[config.mk]
export PLATFORM = sky130hd
export DESIGN_NAME = stim_sequencer
export DESIGN_NICKNAME = d
export VERILOG_FILES = /design/src/rtl/stim_sequencer.sv
export SDC_FILE = /design/constraint.sdc
export NUM_CORES = 1
export LEC_CHECK = 0
export BUFFER_PORTS_ARGS = -buffer_cell sky130_fd_sc_hd__clkbuf_2
export CAP_MARGIN = 15
export CORE_MARGIN = 2
export CORE_UTILIZATION = 50
export CTS_CLUSTER_SIZE = 8
export DETAILED_ROUTE_END_ITERATION = 12
export HOLD_SLACK_MARGIN = 0.12
export PLACE_DENSITY = 0.68
export SETUP_SLACK_MARGIN = 0.3
export SYNTH_ARGS = -nofsm -noshare
export SYNTH_HDL_FRONTEND = slang
export SYNTH_SLANG_ARGS = --single-unit
[constraint.sdc]
create_clock -name clock -period 3.75 [get_ports clock]
set_input_delay 0.5625 -clock clock [delete_from_list [all_inputs] [get_ports clock]]
set_output_delay 0.5625 -clock clock [all_outputs]
set_load 0.1 [all_outputs]
[src/rtl/stim_sequencer.sv]
// Parametrised opcode replay engine: words are loaded through a write port and
// replayed one per advance cycle as {obs, data}, with one-shot, loop and hold-last modes.
module stim_sequencer #(
  parameter int DATA_W = 31,
  parameter int DEPTH  = 16,
  parameter int ADDR_W = 4,
  parameter int OP_W   = DATA_W + 1
) (
  input  logic              clock,
  input  logic              reset,
  input  logic              wr_en,
  input  logic [ADDR_W-1:0] wr_addr,
  input  logic [OP_W-1:0]   wr_data,
  input  logic              start,
  input  logic [ADDR_W:0]   len,
  input  logic [1:0]        mode,
  input  logic              adv,
  input  logic              stop,
  output logic [DATA_W-1:0] data_o,
  output logic              obs_o,
  output logic              valid_o,
  output logic [ADDR_W-1:0] pc_o,
  output logic              busy_o,
  output logic              done_o,
  output logic              wrap_o,
  output logic [7:0]        loops_o
);

  typedef enum logic [1:0] {S_IDLE, S_RUN, S_DONE} state_t;

  localparam logic [1:0]      M_ONE   = 2'b00;
  localparam logic [1:0]      M_LOOP  = 2'b01;
  localparam logic [1:0]      M_HOLD  = 2'b10;
  localparam logic [ADDR_W:0] DEPTH_L = (ADDR_W+1)'(DEPTH);
  localparam logic [ADDR_W:0] ONE_L   = (ADDR_W+1)'(1);

  logic [OP_W-1:0] mem_q [DEPTH];

  state_t            state_q, state_d;
  logic [ADDR_W-1:0] pc_q, pc_d;
  logic [ADDR_W:0]   eff_len_q, eff_len_d;
  logic [1:0]        mode_q, mode_d;
  logic [DATA_W-1:0] data_q, data_d;
  logic              obs_q, obs_d;
  logic              valid_q, valid_d;
  logic              wrap_q, wrap_d;
  logic [7:0]        loops_q, loops_d;

  logic [OP_W-1:0]   rd_word;
  logic              at_last;

  // Memory is deliberately left out of reset so programs survive it.
  always_ff @(posedge clock) begin
    if (wr_en) mem_q[wr_addr] <= wr_data;
  end

  assign rd_word = mem_q[pc_q];
  assign at_last = ({1'b0, pc_q} == (eff_len_q - ONE_L));

  always_comb begin
    state_d   = state_q;
    pc_d      = pc_q;
    eff_len_d = eff_len_q;
    mode_d    = mode_q;
    data_d    = data_q;
    obs_d     = obs_q;
    valid_d   = valid_q;
    wrap_d    = 1'b0;
    loops_d   = loops_q;

    if (stop) begin
      state_d = S_IDLE;
      valid_d = 1'b0;
      pc_d    = '0;
    end else begin
      unique case (state_q)
        S_IDLE, S_DONE: begin
          if (start) begin
            eff_len_d = (len == '0 || len > DEPTH_L) ? DEPTH_L : len;
            // Reserved mode folds into one-shot here so RUN only sees three modes.
            mode_d    = (mode == 2'b11) ? M_ONE : mode;
            pc_d      = '0;
            loops_d   = '0;
            valid_d   = 1'b0;
            state_d   = S_RUN;
          end else if (state_q == S_DONE && mode_q == M_HOLD) begin
            valid_d = valid_q;
          end else begin
            valid_d = 1'b0;
          end
        end
        S_RUN: begin
          if (adv) begin
            data_d  = rd_word[DATA_W-1:0];
            obs_d   = rd_word[DATA_W];
            valid_d = 1'b1;
            if (!at_last) begin
              pc_d = pc_q + ADDR_W'(1);
            end else begin
              pc_d = '0;
              if (mode_q == M_LOOP) begin
                wrap_d  = 1'b1;
                loops_d = (loops_q == 8'hFF) ? loops_q : loops_q + 8'd1;
              end else begin
                state_d = S_DONE;
              end
            end
          end else begin
            valid_d = 1'b0;
          end
        end
        default: state_d = S_IDLE;
      endcase
    end
  end

  always_ff @(posedge clock) begin
    if (reset) begin
      state_q   <= S_IDLE;
      pc_q      <= '0;
      eff_len_q <= DEPTH_L;
      mode_q    <= M_ONE;
      data_q    <= '0;
      obs_q     <= 1'b0;
      valid_q   <= 1'b0;
      wrap_q    <= 1'b0;
      loops_q   <= '0;
    end else begin
      state_q   <= state_d;
      pc_q      <= pc_d;
      eff_len_q <= eff_len_d;
      mode_q    <= mode_d;
      data_q    <= data_d;
      obs_q     <= obs_d;
      valid_q   <= valid_d;
      wrap_q    <= wrap_d;
      loops_q   <= loops_d;
    end
  end

  assign data_o  = data_q;
  assign obs_o   = obs_q;
  assign valid_o = valid_q;
  assign pc_o    = pc_q;
  assign busy_o  = (state_q == S_RUN);
  assign done_o  = (state_q == S_DONE);
  assign wrap_o  = wrap_q;
  assign loops_o = loops_q;

endmodule
==> key figures <==
Worst setup path
  – Slowest stage delay, CP: 0.55 ns
  – Setup crit end kind: primary output
  – WP data required: 3.19 ns
  – Startpoint types: flip-flop
  – Worst EP arrival: 2.23 ns
  – Worst-path cell chain: nand2b_1 -> inv_1 -> clkbuf_2
  – Critical Setup Path Class: flip-flop to primary output
  – Worst reg2reg setup slack: 1.22 ns
  – Critical-path top delay cell: clkbuf_2
  – Worst R2R Start: pc_o[0]$_SDFFE_PP0P_
  – Critical R2R Capture: loops_o[5]$_SDFFE_PP0P_
  – Reg2reg path depth: 6
  – Largest fanout on the critical path: 16

Floorplanning
  – Initial Utilization: 50.4%
  – Core ar.: 42,900 µm²
  – Chip Width: 212 µm
  – Ports: 97
  – Die area: 45,000 µm²
  – Rows: 76
  – Die Y: 212 µm

STA
  – Endpoints failing hold: 0
  – Sum Neg Setup Slack: 0 ns
  – Slew @ Worst Pin: 0.904 ns
  – Final worst slack: 0.958 ns
  – Clock skew: 0.0255 ns
  – Period Utilization, post-route: 74.5%
  – Minimum clock period: 2.79 ns
  – Hold Slack: 0.251 ns
  – Unrepaired setup endpoints after global routing: false
  – Relative slew slack: 39.7%
  – Fmax: 0.358 GHz
  – Setup violators final: 0
  – Pins Over Slew Limit: 0

Layout
  – FILL cells: 3,055
  – Final core utilization: 59.2%
  – Register area: 16,500 µm²
  – Area growth, synth to finish: 17.4%
  – Non-Filler Instances: 1,832
  – Final net count: 1,241
  – Share of cells above drive strength 1: 31.8%
  – ANT cells: 0
  – Multi-input gate area: 4930 µm²

Yosys
  – Number of distinct library cells after synthesis: 40
  – Most common cell in the netlist: edfxtp_1
  – Async SR Flop Fraction: 0%
  – Most frequent cells after synthesis: edfxtp_1 (512), mux4_2 (160), dfxtp_1 (55), nand2_1 (51), inv_1 (37)
  – Post-synthesis cell area: 21,600 µm²
  – Largest area contributor in the netlist: edfxtp_1
  – Area contributors post-synth: edfxtp_1 (71%), mux4_2 (17%), dfxtp_1 (5.1%)
  – Synth Instances: 1,033
  – YS warnings: 0
  – Synth top area share: 71.1%
  – EDFF count, synth: 512
  – #FFs+latches synth: 567
  – Sequential share of the synthesized area: 76.2%
  – Synth Net Count: 1,086
  – Primary FF master, synth: edfxtp_1
  – Avg Cell Area, Syn: 20.9 µm²

Min path
  – Hold path startpoint: len[2]
  – HP Class: primary input to flip-flop
  – Hold Crit Depth: 3
  – WHS Endpoint: eff_len_q[2]$_SDFFE_PP0P_

Drt
  – Routed WL: 44,900 µm
  – DR WL/cell: 24.5 µm
  – Initial DRT Pass Iterations: 5
  – Iteration-0 DRC Markers: 1,170
  – Via count: 10,553
  – Via/cell ratio: 5.76
  – Residual DRC: 0
  – Routed Antenna Nets: 0

Power
  – Switching share of total power: 20.1%
  – Power Dens Cells: 555 nW/µm²
  – Leakage Power: 8.09 nW
  – Peak VDD IR: 0.361 mV
  – Comb power frac: 3.4%
  – Int Pwr: 0.0113 W
  – P_sw: 0.00283 W
  – Share of power burned in registers: 50.2%
  – Clock Power Share: 46.4%

Global routing
  – Number of global-route vias before repair: 10,814
  – Maximum number of pins on one net before global-route repair: 85
  – First-pass GRT wire length: 67,600 µm
  – GRT overflow: 0
  – GRT Resource Usage Total: 20.8%
  – Antenna violations before repair: 2

Flow run
  – Max Cap Viol: 0

CTS
  – Clock buffer depth: 3
  – Clock Latency Late Sink: 0.58 ns
  – Reg clk slew, reported paths: 0.05 ns
  – Post-CTS Resized: 0
  – TritonCTS clock tree: done
  – Hold_buf cts: 0
  – Post-CTS Setup Repair Bufs: 0
  – CTS H-Tree Depth: 3
  – CTS root buffer: clkbuf_16
  – Cts bufs inserted: 80
  – Clock sinks: 567

Placed design
  – Pre-CTS setup slack: 1.17 ns
  – Post-DP HPWL: 23,400 µm
  – IO Port Bufs: 96
  – GPL Wtd Cong: 0.778
  – # placed instances: 1,691

Outcome
  – Status: completed
[worst max path at each step]
stage	startpoint	end	slack, ns	cells past startpoint
2_1_floorplan	wr_addr[2]	mem_q[8][0]$_DFFE_PP_	0.31	2
3_3_place_gp	pc_o[0]$_SDFFE_PP0P_	data_o[20]$_SDFFE_PP0P_	1.19	5
3_5_place_dp	pc_o[0]$_SDFFE_PP0P_	loops_o[5]$_SDFFE_PP0P_	1.17	6
4_1_cts	pc_o[3]$_SDFFE_PP0P_	pc_o[3]	0.90	2
5_1_grt	pc_o[3]$_SDFFE_PP0P_	pc_o[3]	0.83	2
6_report	state_q[0]$_SDFFE_PP0P_	busy_o	0.96	3
[critical path, delay by kind of cell, from the launching register on]
family	cells	cell delay [ns]
flops	1	0.51
simple gates	1	0.15
buf+inv	2	0.98
[layout by cell type, fill, tap and decap left out, drive strengths merged]
cell / instances
or4: 1
a211o: 2
o211ai: 1
a21oi: 16
xnor2: 5
a2111oi: 1
o2111a: 1
buf: 29
nand4b: 1
a221o: 1
edfxtp: 512
o21ai: 41
and4: 1
a31oi: 2
or3b: 1
or2: 1
dfxtp: 55
nor2b: 1
xor2: 3
nand2: 51
a211oi: 2
inv: 39
nand3: 11
ha: 4
o21ba: 1
nand4: 2
o22ai: 1
mux4: 160
nand2b: 10
nand3b: 9
clkbuf: 234
nor3b: 3
or3: 5
o21a: 1
clkinv: 1
nor3: 11
nor2: 23
mux2i: 4
[area by class of cell]
cell class	instances	area share (%)
Timing Repair Buffer	125	3.19
Clock buffer	138	8.91
Tap cell	585	2.88
Inverter	37	0.547
Multi-Input combinational cell	377	19.4
Sequential cell	567	64.9
Clock inverter	3	0.133
[per-layer routing]
layer	routed length [µm]	track usage, %	part of all wire, %
met2	21100	31.3	47
met3	3370	4.12	7.5
met1	19500	31.0	43
met4	880	6.73	2.0
met5	30	0	0.067
[power groups by stage]
stage	combinational (W)	clock (W)	sequential (W)
3_5_place_dp	0.000487	0	0.00719
4_1_cts	0.000488	0.00666	0.00707
6_report	0.000481	0.00654	0.00707
3_3_place_gp	0.000477	0	0.00718
5_1_grt	0.000520	0.00693	0.00707
2_1_floorplan	0.000252	0	0.00721
[state kept, by name, summed over array words and instances, names as in the netlist]
register / count
mem_q: 512
data_o: 31
loops_o: 8
eff_len_q: 5
pc_o: 4
mode_q: 2
state_q: 2
obs_o: 1
valid_o: 1
wrap_o: 1
[cells by family (layout without fill, tap and decap cells)]
logic type | count (synthesis) | in the layout | synth area share, %
AO/OA/AOI/OAI | 70 | 70 | 1.84
XOR/XNOR | 8 | 8 | 0.324
adder cells (fa/ha/maj) | 4 | 4 | 0.231
buffers and inverters | 89 | 303 | 1.70
flip-flops | 567 | 567 | 76.2
multiplexers | 164 | 164 | 16.8
AND/OR/NAND/NOR | 131 | 131 | 2.91
[through the flow]
step	instance area (µm²)	total power [W]
3_3_place_gp	23100	0.00766
6_report	25400	0.0141
3_5_place_dp	23100	0.00767
4_1_cts	25400	0.0142
5_1_grt	25400	0.0145
2_1_floorplan	21600	0.00746
Note: power is estimated with default switching activity, not from simulation.
